$ cat src/rtl/control_fsm_pkg.sv
// Shared encodings for the multi-cycle RV32I controller, ALU and datapath.
// CONTROL_FSM_ILLEGAL_TRAP_EN adds the TRAP state to the state encoding.
package control_fsm_pkg;

  localparam logic [6:0] OP_LOAD   = 7'b0000011;
  localparam logic [6:0] OP_STORE  = 7'b0100011;
  localparam logic [6:0] OP_R      = 7'b0110011;
  localparam logic [6:0] OP_I      = 7'b0010011;
  localparam logic [6:0] OP_BRANCH = 7'b1100011;
  localparam logic [6:0] OP_JAL    = 7'b1101111;
  localparam logic [6:0] OP_JALR   = 7'b1100111;
  localparam logic [6:0] OP_LUI    = 7'b0110111;
  localparam logic [6:0] OP_AUIPC  = 7'b0010111;

  localparam logic [3:0] ALU_ADD  = 4'b0000;
  localparam logic [3:0] ALU_SUB  = 4'b0001;
  localparam logic [3:0] ALU_SLT  = 4'b0010;
  localparam logic [3:0] ALU_SLTU = 4'b0011;
  localparam logic [3:0] ALU_XOR  = 4'b0100;
  localparam logic [3:0] ALU_OR   = 4'b0101;
  localparam logic [3:0] ALU_AND  = 4'b0110;
  localparam logic [3:0] ALU_SLL  = 4'b1000;
  localparam logic [3:0] ALU_SRL  = 4'b1001;
  localparam logic [3:0] ALU_SRA  = 4'b1010;

  localparam logic [1:0] RES_ALU_OUT    = 2'b00;
  localparam logic [1:0] RES_MEM_DATA   = 2'b01;
  localparam logic [1:0] RES_ALU_DIRECT = 2'b10;

  localparam logic [1:0] SRCA_PC     = 2'b00;
  localparam logic [1:0] SRCA_OLD_PC = 2'b01;
  localparam logic [1:0] SRCA_RS1    = 2'b10;
  localparam logic [1:0] SRCA_ZERO   = 2'b11;

  localparam logic [1:0] SRCB_RS2  = 2'b00;
  localparam logic [1:0] SRCB_IMM  = 2'b01;
  localparam logic [1:0] SRCB_FOUR = 2'b10;

  typedef enum logic [3:0] {
    S_FETCH, S_DECODE, S_MEM_ADR, S_MEM_READ, S_MEM_WB, S_MEM_WRITE,
    S_EXEC_R, S_EXEC_I, S_LUI, S_ALU_WB, S_JAL, S_JALR, S_JAL_LINK, S_BRANCH
`ifdef CONTROL_FSM_ILLEGAL_TRAP_EN
    , S_TRAP
`endif
  } state_t;

  typedef enum logic [1:0] {
    ALU_CLASS_ADD, ALU_CLASS_R, ALU_CLASS_I, ALU_CLASS_BR
  } alu_class_t;

  // blt/bltu take on a nonzero compare result, bge/bgeu on zero
  function automatic logic branch_taken(input logic [2:0] funct3, input logic zero);
    case (funct3)
      3'b000, 3'b101, 3'b111: branch_taken = zero;
      3'b001, 3'b100, 3'b110: branch_taken = ~zero;
      default:                branch_taken = 1'b0;
    endcase
  endfunction

endpackage

$ cat src/rtl/control_fsm_alu_decoder.sv
// Combinational ALU op select from the controller's state class and the
// latched funct3/funct7b5 fields.
module control_fsm_alu_decoder
  import control_fsm_pkg::*;
(
  input  logic [1:0] alu_class,
  input  logic [2:0] funct3,
  input  logic       funct7b5,
  output logic [3:0] alu_op
);

  always_comb begin
    alu_op = ALU_ADD;
    case (alu_class)
      ALU_CLASS_R, ALU_CLASS_I: begin
        case (funct3)
          // immediate ops have no SUB; funct7b5 is an imm bit there
          3'b000: alu_op = (alu_class == ALU_CLASS_R && funct7b5) ? ALU_SUB : ALU_ADD;
          3'b001: alu_op = ALU_SLL;
          3'b010: alu_op = ALU_SLT;
          3'b011: alu_op = ALU_SLTU;
          3'b100: alu_op = ALU_XOR;
          3'b101: alu_op = funct7b5 ? ALU_SRA : ALU_SRL;
          3'b110: alu_op = ALU_OR;
          default: alu_op = ALU_AND;
        endcase
      end
      ALU_CLASS_BR: begin
        case (funct3[2:1])
          2'b10:   alu_op = ALU_SLT;
          2'b11:   alu_op = ALU_SLTU;
          default: alu_op = ALU_SUB;
        endcase
      end
      default: alu_op = ALU_ADD;
    endcase
  end

endmodule

$ cat src/rtl/control_fsm.sv
// Multi-cycle RV32I main controller. Optional CONTROL_FSM_ILLEGAL_TRAP_EN
// adds the illegal_insn output and a TRAP state left only through rst.
module control_fsm
  import control_fsm_pkg::*;
(
  input  logic       clk,
  input  logic       rst,
  input  logic [6:0] opcode,
  input  logic [2:0] funct3,
  input  logic       funct7b5,
  input  logic       zero,
  input  logic       mem_ready,
  output logic       pc_write,
  output logic       ir_write,
  output logic       adr_src,
  output logic       mem_write,
  output logic       reg_write,
  output logic [1:0] result_src,
  output logic [1:0] alu_src_a,
  output logic [1:0] alu_src_b,
  output logic [3:0] alu_op
`ifdef CONTROL_FSM_ILLEGAL_TRAP_EN
  , output logic     illegal_insn
`endif
);

  state_t     state;
  alu_class_t alu_class;
  logic       pc_en, ir_en, mem_we, reg_we;

  always_ff @(posedge clk) begin
    if (rst) begin
      state <= S_FETCH;
    end else begin
      case (state)
        S_FETCH:     if (mem_ready) state <= S_DECODE;
        S_DECODE: begin
          case (opcode)
            OP_LOAD, OP_STORE: state <= S_MEM_ADR;
            OP_R:              state <= S_EXEC_R;
            OP_I:              state <= S_EXEC_I;
`ifdef CONTROL_FSM_ILLEGAL_TRAP_EN
            OP_BRANCH:         state <= (funct3[2:1] == 2'b01) ? S_TRAP : S_BRANCH;
`else
            OP_BRANCH:         state <= S_BRANCH;
`endif
            OP_JAL:            state <= S_JAL;
            OP_JALR:           state <= S_JALR;
            OP_LUI:            state <= S_LUI;
            OP_AUIPC:          state <= S_ALU_WB;
`ifdef CONTROL_FSM_ILLEGAL_TRAP_EN
            default:           state <= S_TRAP;
`else
            default:           state <= S_FETCH;
`endif
          endcase
        end
        S_MEM_ADR:   state <= (opcode == OP_LOAD) ? S_MEM_READ : S_MEM_WRITE;
        S_MEM_READ:  if (mem_ready) state <= S_MEM_WB;
        S_MEM_WRITE: if (mem_ready) state <= S_FETCH;
        S_EXEC_R, S_EXEC_I, S_LUI, S_JAL: state <= S_ALU_WB;
        S_JALR:      state <= S_JAL_LINK;
        S_JAL_LINK:  state <= S_ALU_WB;
`ifdef CONTROL_FSM_ILLEGAL_TRAP_EN
        S_TRAP:      state <= S_TRAP;
`endif
        default:     state <= S_FETCH;
      endcase
    end
  end

  always_comb begin
    pc_en      = 1'b0;
    ir_en      = 1'b0;
    mem_we     = 1'b0;
    reg_we     = 1'b0;
    adr_src    = 1'b0;
    result_src = RES_ALU_OUT;
    alu_src_a  = SRCA_PC;
    alu_src_b  = SRCB_RS2;
    alu_class  = ALU_CLASS_ADD;
    case (state)
      S_FETCH: begin
        alu_src_b  = SRCB_FOUR;
        result_src = RES_ALU_DIRECT;
        ir_en      = mem_ready;
        pc_en      = mem_ready;
      end
      S_DECODE: begin
        alu_src_a = SRCA_OLD_PC;
        alu_src_b = SRCB_IMM;
      end
      S_MEM_ADR: begin
        alu_src_a = SRCA_RS1;
        alu_src_b = SRCB_IMM;
      end
      S_MEM_READ: adr_src = 1'b1;
      S_MEM_WB: begin
        result_src = RES_MEM_DATA;
        reg_we     = 1'b1;
      end
      S_MEM_WRITE: begin
        adr_src = 1'b1;
        mem_we  = 1'b1;
      end
      S_EXEC_R: begin
        alu_src_a = SRCA_RS1;
        alu_class = ALU_CLASS_R;
      end
      S_EXEC_I: begin
        alu_src_a = SRCA_RS1;
        alu_src_b = SRCB_IMM;
        alu_class = ALU_CLASS_I;
      end
      S_LUI: begin
        alu_src_a = SRCA_ZERO;
        alu_src_b = SRCB_IMM;
      end
      S_ALU_WB: reg_we = 1'b1;
      S_JAL: begin
        pc_en     = 1'b1;
        alu_src_a = SRCA_OLD_PC;
        alu_src_b = SRCB_FOUR;
      end
      S_JALR: begin
        alu_src_a  = SRCA_RS1;
        alu_src_b  = SRCB_IMM;
        result_src = RES_ALU_DIRECT;
        pc_en      = 1'b1;
      end
      S_JAL_LINK: begin
        alu_src_a = SRCA_OLD_PC;
        alu_src_b = SRCB_FOUR;
      end
      S_BRANCH: begin
        alu_src_a = SRCA_RS1;
        alu_class = ALU_CLASS_BR;
        pc_en     = branch_taken(funct3, zero);
      end
      default: ;
    endcase
  end

  // rst gates the enables combinationally so the reset cycle never writes
  assign pc_write  = pc_en  & ~rst;
  assign ir_write  = ir_en  & ~rst;
  assign mem_write = mem_we & ~rst;
  assign reg_write = reg_we & ~rst;

`ifdef CONTROL_FSM_ILLEGAL_TRAP_EN
  assign illegal_insn = (state == S_TRAP);
`endif

  control_fsm_alu_decoder u_alu_decoder (
    .alu_class (alu_class),
    .funct3    (funct3),
    .funct7b5  (funct7b5),
    .alu_op    (alu_op)
  );

endmodule

$ cat config.mk
export PLATFORM = sky130hd
export DESIGN_NAME = control_fsm
export DESIGN_NICKNAME = d
export VERILOG_FILES = /design/src/rtl/control_fsm_pkg.sv /design/src/rtl/control_fsm_alu_decoder.sv /design/src/rtl/control_fsm.sv
export SDC_FILE = /design/constraint.sdc
export NUM_CORES = 1
export LEC_CHECK = 0
export BUFFER_PORTS_ARGS = -buffer_cell sky130_fd_sc_hd__buf_2
export CAP_MARGIN = 0
export CORE_MARGIN = 2
export CORE_UTILIZATION = 53
export CTS_CLUSTER_SIZE = 28
export DETAILED_ROUTE_END_ITERATION = 6
export PLACE_DENSITY_LB_ADDON = 0.05
export SETUP_SLACK_MARGIN = 0.05
export SYNTH_ARGS = -nofsm -noshare
export SYNTH_HDL_FRONTEND = slang
export SYNTH_SLANG_ARGS = --single-unit
export TNS_END_PERCENT = 20
$ cat constraint.sdc
create_clock -name clk -period 4.56 [get_ports clk]
set_clock_uncertainty 0.2 [all_clocks]
set_input_delay 1.368 -clock clk [delete_from_list [all_inputs] [get_ports clk]]
set_output_delay 1.368 -clock clk [all_outputs]
set_load 0.01 [all_outputs]
Yosys cells after proc, flatten, opt, wreduce, memory -nomap -nowiden
Cells that the tools add are included.

word-level totals
  output and inout bits = 15
  word-level logic and storage cells = 82
  flip-flop bits (word level) = 4
  bits of input ports = 15

cells by class
  eq/ne operators = 37
  bitwise operators = 6
  reduce and logical (&&, ||, !) cells = 17
  muxes and demuxes = 21

operators with widths
  operator            count
  $pmux 4 s7          2
  $pmux 4 s8          1
  $eq 4x4->1 const B  6
  $eq 7x6->1 const B  3
  $eq 7x7->1 const B  3
  $eq 4x3->1 const B  4
  $reduce_or 5->1     3
  $eq 7x5->1 const B  2
  $eq 3x3->1 const B  4
  $mux 4              3
  $pmux 2 s2          3
  $pmux 2 s3          2
  $reduce_or 2->1     6
  $reduce_or 3->1     4
  $eq 2x2->1 const B  4
  $eq 4x2->1 const B  2
  $pmux 4 s2          1
  $eq 7x2->1 const B  1
  $eq 3x2->1 const B  2
  $ne 2x2->1 const B  3
  $mux 1              5
  $and 1x1->1         4
  $eq 4x1->1 const B  1
  $logic_not 4->1     1
  10 further kinds    11

Depth between registers and ports, before layout
Gate-level depths: netlist of the first run.

  word-level depth = 7
  gate-level depth with buffers = 10
  mapped depth without buffers = 9

Modules after synthesis
Synthesis of the first run repeated with hierarchy kept, for this count alone.

unflattened totals
  cell total of the unflattened synthesis = 118
  area, all modules = 793.3 um2

modules (own cells, without submodules)
  module                   area each (um2)  seq. area each (um2)  instances  cells each
  control_fsm              641.9            80.1                  1          97
  control_fsm_alu_decoder  151.4            0.0                   1          21

Worst setup path after synthesis of the first run
No wires, ideal clock.

  path type = in2out
  start = in funct3[2]
  end = out alu_op[0]
  setup slack = 0.777 ns
  arrival = 2.215 ns
  data required time = 2.992 ns
  stages = 5
  path buffers = 1
  cell sequence = clkbuf_1 -> inv_1 -> nor3_1 -> o311ai_0 -> a21oi_1

on the way
  word-level cells in the longest chain between the ends = 3
  elaborated cells between the ends (all ways) = 12
  classes of those cells = eq/ne (8); mux (3); reduce/logical (1)

RTL lines
  item                                      RTL line                                                      RTL
  start: declaration                        control_fsm.sv:9                                              input logic [2:0] funct3,
  $eq 3x3->1 (tied with other cells)        control_fsm_alu_decoder.sv:16                                 case (funct3)
  $pmux 4 s7 or $pmux 2 s2 (tied branches)  control_fsm_alu_decoder.sv:16, control_fsm_alu_decoder.sv:29
  $pmux 4 s2 *                              control_fsm_alu_decoder.sv:14                                 case (alu_class)
  end: declaration                          control_fsm.sv:21                                             output logic [3:0] alu_op

Every way passes the cells marked *; elsewhere a longest branch is shown, timed or not.

Worst setup path in the final report of the first run
  start = reg state[3]
  end = out alu_op[0]

on the way
  word-level cells in the longest chain between the ends = 7
  elaborated cells between the ends (all ways) = 12
  classes of those cells = eq/ne (6); mux (4); reduce/logical (2)

RTL lines
  item                                      RTL line                                                      RTL
  start: declaration                        control_fsm.sv:27                                             state_t state;
  start signal: assignment                  control_fsm.sv:58                                             S_MEM_ADR: state <= (opcode == OP_LOAD) ? S_MEM_READ : S_MEM_WRITE;
  $eq 4x4->1 or $eq 4x3->1 (tied branches)  control_fsm.sv:82                                             case (state)
  $pmux 2 s3 *                              control_fsm.sv:82
  $eq 2x1->1                                control_fsm_alu_decoder.sv:14, control_fsm_alu_decoder.sv:18
  $logic_and 1x1->1                         control_fsm_alu_decoder.sv:18                                 3'b000: alu_op = (alu_class == ALU_CLASS_R && funct7b5) ? ALU_SUB : ALU_ADD;
  $mux 1                                    control_fsm_alu_decoder.sv:18
  $pmux 4 s7                                control_fsm_alu_decoder.sv:16
  $pmux 4 s2 *                              control_fsm_alu_decoder.sv:14

Marks and branches as above.

==> metrics.txt, run 1 <==
Final Wtd Congestion=0.865; clk_lat worst skew=~0.25 ns; Slew HR=0.567; first-pass GRT wire length=about 3500 µm; Wirelength per Cell=12.5 µm; setup violators final=0; final core utilization=0.663; flip-flop count of the largest register after layout=4; Syn Area/Cell=roughly 6.5 µm²; Core ar.=1510 µm²; fraction of layout cells with a size suffix above 1=0.271; MaxCap Viol Count=0; antenna viol nets, final=0; PwrDens=148 nW/µm²; dpl hpwl=1620 µm; ANT cells=0; gr usage total=0.230; Worst Path Arrival=2.51 ns; initial antenna violation count=0; area delta synth->final=17.0%; cts repair resizes=0; Max Root-Sink Buffers=2; Biggest register=state; via count=around 1000; Post-CTS Setup Repair Bufs=0; Ports=30; largest net degree at the start of global routing=22; full die area=1950 µm²; top post-synthesis cells by area=dfxtp_1 9.4%, a21oi_1 7.0%, nand2_1 6.6%, nor3_1 5.9%, nor2_1 4.8%; top-area cell type share of the netlist area=0.0938; DR pass1 iterations=4; H-tree depth=1; Max VDD drop=0.0879 mV; final instance count without filler cells=171; row count=14; syn nets=150; RSZ-0062 raised after global routing=no; Worst Hold Class=reg -> reg; EDFF count, synth=0; clock sink count=4; Peak Freq=245 MHz; Synthesis Warnings=0; critical path type=reg -> out; Die X=44.1 µm; setup TNS=0 ns; Final Max Tran Viols=0; placed insts=around 170; Initial Util=0.566; CP Max Fanout=18; worst-margin pin slew=0.649 ns; Mapped Area=~850 µm²; Tcrit/Tclk final=0.894; Num CTS Buffers=3; die height=44.1 µm; Synth Instances=132; most frequent cells in the layout=29 x buf_2, 15 x nand2_1, 12 x a21oi_1; Clock transition at path regs=0.04 ns; ys async rst share=0; Synth area leader=dfxtp_1; clk root buf=clkbuf_4; Required @ worst endpoint=2.99 ns; CP Capture Type=output pin; TritonCTS clock tree=built; Post-CTS Hold Fix Bufs=0; Min Clock Period, post-route=between 4 and 5 ns; vias in the first global route=832; status=finished clean; Port-buffer cells=29; register bit total from synthesis=4; initial DRC count=25; most used flip-flop cell after synthesis=dfxtp_1; number of remaining DRC errors=0; most common cell after layout, fill and taps aside=buf_2; NumNets Final=approximately 180; Top Registers=state: 4 flops; Avg Vias per Cell=6.09; Worst setup SP type=register; leakage power=0.451 nW; sequential fraction of the synthesis area=0.0938; synth unique cells=43; drt total wl=2140 µm; GR Overflow Total=0; Fin. Hold Viols=0
final timing paths:
| kind | startpoint | end | slack, ns | depth (start not counted) |
|---|---|---|---|---|
| worst max-delay path | state[3]$_SDFFE_PP0P_ | alu_op[0] | 0.48 | 10 |
| worst min-delay path | state[0]$_SDFFE_PP0P_ | state[2]$_SDFFE_PP0P_ | 0.51 | 2 |
| worst max register to register | state[1]$_SDFFE_PP0P_ | state[1]$_SDFFE_PP0P_ | 2.60 | 5 |
| worst min register to register | state[0]$_SDFFE_PP0P_ | state[2]$_SDFFE_PP0P_ | 0.51 | 2 |
critical path: stages, from the launching register on:
cell	delay [ns]
dfxtp_1	0.72
inv_1	0.22
nand2_1	0.13
o21ai_0	0.11
and2_1	0.22
ha_1	0.19
nand2_1	0.06
nor3_1	0.04
o311ai_0	0.31
a21oi_1	0.11
buf_2	0.15
metal layers:
metal | share of wire | GRT usage | vias to the layer above | wire [µm]
met5 | 0 | 0 | - | 0
li1 | - | - | 521 | -
met1 | 0.46 | 0.320 | 480 | 990
met4 | 0.013 | 0.0727 | 0 | 27
met3 | 0.065 | 0.0122 | 2 | 139
met2 | 0.46 | 0.379 | 38 | 981
synth_stat cells, types with 2 or more instances:
cell      instances
a31oi_1           2
nor2b_1           5
a21oi_1          12
nand2b_1          5
a21oi_2           2
nor2_1           11
or4_1             2
buf_2             7
o22ai_1           3
clkbuf_1          3
nand2_1          15
ha_1              3
dfxtp_1           4
xor2_1            3
nor4_1            2
and2_1            2
xnor2_1           3
nor3_1           10
o21ai_0           7
nand3_1           4
inv_1             5
final cells by class:
| class | instances | area [µm²] |
|---|---|---|
| inverter | 5 | 18.8 |
| tap | 16 | 20.0 |
| multi-input combinational | 111 | 689 |
| fill | 153 | 508 |
| clock buffer | 3 | 22.5 |
| timing repair buffer | 32 | 168 |
| sequential | 4 | 80.1 |
stage by stage:
step	instance area (µm²)	power, W	hold WS [ns]	setup slack (ns)
floorplan	853	0.0000798	0.437	0.777
global placement	976	0.0000989	0.482	0.721
detailed placement	976	0.000100	0.488	0.698
CTS	998	0.000149	0.501	0.471
global route	998	0.000156	0.564	0.280
finish	998	0.000148	0.511	0.484
kinds of logic after synthesis:
group	share of synthesized area
xor+xnor	0.0616
flops	0.0938
compound gates	0.284
buf+inv	0.0982
simple gates	0.418
fa+ha+maj	0.0440
power breakdown:
group          leakage, nW  internal [W]  total [W]  switching [W]
Combinational        0.405     0.0000274  0.0000601      0.0000327
Clock               0.0138     0.0000297  0.0000475      0.0000178
Sequential          0.0325     0.0000364  0.0000406     0.00000423
Total                0.451     0.0000934   0.000148      0.0000548
(Power assumes the default switching activity.)
==> run 2, diff against run 1 <==
==> constraint.sdc (replaced) <==
create_clock -name clk -period 4.56 [get_ports clk]
set_clock_uncertainty 0.2 [all_clocks]
set_input_delay 0.684 -clock clk [delete_from_list [all_inputs] [get_ports clk]]
set_output_delay 0.684 -clock clk [all_outputs]
set_load 0.01 [all_outputs]
==> metrics.txt, run 2 (synthesis results as in run 1) <==
drt total wl=2040 µm (-4.9%); Initial Util=0.566 (unchanged); Avg Vias per Cell=5.71 (-6.2%); ANT cells=0 (unchanged); TritonCTS clock tree=built; clk root buf=clkbuf_4; Multi-input gate area=689 µm² (unchanged); full die area=1950 µm² (unchanged); Worst Path Arrival=2.58 ns (+0.07 ns); NumNets Final=172 (-1.7%); H-tree depth=1 (unchanged); cell mode on critical path=nand2_1; Clock transition at path regs=0.04 ns (about the same); Seq. cell area=80.1 µm² (unchanged); Wirelength per Cell=12.1 µm (-3.2%); Fill cells=145 (-5.2%); Required @ worst endpoint=3.68 ns (+0.69 ns); Biggest register=state; cts repair resizes=0 (unchanged); CP Capture Type=output pin; setup TNS=0 ns (unchanged); clk_lat worst skew=0.23 ns (-0.02 ns); largest net degree at the start of global routing=30 (+36%); Tcrit/Tclk final=0.759 (-0.135); clock sink count=4 (unchanged); setup violators final=0 (unchanged); Worst setup SP type=register; Min Clock Period, post-route=3.46 ns (-0.615 ns); Slew HR=0.385 (-0.182); Slowest-stage cell, CP=dfxtp_1; Post-CTS Hold Fix Bufs=0 (unchanged); RSZ-0062 raised after global routing=no; Top Registers=state: 4 flops; initial antenna violation count=0 (unchanged); most common cell after layout, fill and taps aside=buf_2; first-pass GRT wire length=3390 µm (-3.0%); dpl hpwl=1500 µm (-7.4%); Worst Hold Class=in -> reg; Fin. Hold Viols=0 (unchanged); fraction of layout cells with a size suffix above 1=0.257 (-0.0144); number of remaining DRC errors=0 (unchanged); Reg2Reg Depth=4 (-1); initial DRC count=17 (-32%); antenna viol nets, final=0 (unchanged); Num CTS Buffers=3 (unchanged); PwrDens=145 nW/µm² (-2.0%); Max VDD drop=0.124 mV (+41%); Port-buffer cells=29 (unchanged); vias in the first global route=757 (-9.0%); worst path cell trace=nor2b_1 > nand2_1 > o21ai_0 > and2_1 > ha_1 > nand2_1 > nor3_1 > o311ai_0 > a21oi_1 > buf_2; CP Max Fanout=29 (+11); Final Max Tran Viols=0 (unchanged); Die X=44.1 µm (unchanged); Core ar.=1510 µm² (unchanged); DR pass1 iterations=5 (+1); leakage power=0.435 nW (-3.6%); gr usage total=0.221 (-0.00942); Max Root-Sink Buffers=2 (unchanged); via count=959 (-7.9%); area delta synth->final=14.4%; die height=44.1 µm (unchanged); MaxCap Viol Count=0 (unchanged); critical path type=reg -> out; GR Overflow Total=0 (unchanged); worst-margin pin slew=0.921 ns (+0.273 ns); flip-flop count of the largest register after layout=4 (unchanged); setup ws final=1.10 ns (+0.615 ns); most frequent cells in the layout=29 x buf_2, 15 x nand2_1, 12 x a21oi_1; Peak Freq=289 MHz (+18%); slowest stage delay, CP=0.91 ns (+0.19 ns); row count=14 (unchanged); Post-CTS Setup Repair Bufs=0 (unchanged); status=finished clean; Final Wtd Congestion=0.907 (+4.8%); hold path cells=2 (unchanged); Ports=30 (unchanged); pre-CTS WS=1.35 ns (+0.655 ns)
[run 2: changes by cell type in the layout (fill, tap and decap cells not counted)]
| cell | previous run | this run |
|---|---|---|
| buf_4 | 3 | 0 |
[run 2: per-stage QoR]
stage                      util  hold WS, ns  cells  total power [W]  cell area (µm²)
after floorplan               -        0.437    132        0.0000798              853
after global placement    0.633        0.638    165        0.0000979              953
after detailed placement  0.633        0.638    165        0.0000984              953
after CTS                 0.648        0.556    168         0.000143              976
after global routing      0.648        0.594    168         0.000153              976
final                     0.648        0.559    168         0.000142              976
[run 2: worst max-delay path, delay by kind of cell (launching register included)]
family / cells / cell delay, ns
AOI/OAI and AO/OA: 3 / 0.49
adders and majority gates: 1 / 0.19
buffers and inverters: 1 / 0.14
DFF: 1 / 0.91
and+or+nand+nor: 5 / 0.61
[run 2: final timing paths]
check                        startpoint               endpoint  slack, ns
setup / recovery  state[1]$_SDFFE_PP0P_              alu_op[0]       1.10
setup reg to reg  state[1]$_SDFFE_PP0P_  state[2]$_SDFFE_PP0P_       2.46
hold / removal                      rst  state[1]$_SDFFE_PP0P_       0.56
hold reg to reg   state[0]$_SDFFE_PP0P_  state[2]$_SDFFE_PP0P_       0.64
[run 2: area by class of cell]
cell class                 instances  area share
inverter                           5      0.0192
timing repair buffer              29       0.149
tap                               16      0.0205
clock buffer                       3      0.0231
sequential                         4      0.0821
multi-input combinational        111       0.706
[run 2: where the power goes]
group           total, W  internal, W  switching (W)  leakage, nW
combinational  0.0000553    0.0000261      0.0000292        0.389
clock          0.0000434    0.0000294      0.0000140       0.0138
sequential     0.0000432    0.0000364     0.00000678       0.0325
total           0.000142    0.0000919      0.0000500        0.435
[run 2: metal layers]
metal,GRT usage,share of wire,vias to the layer above,routed length (µm)
met5,0,0,-,0
met4,0.0182,0,0,0
met3,0.0245,0.046,0,93
met2,0.341,0.43,24,884
met1,0.339,0.52,419,1060
li1,-,-,516,-
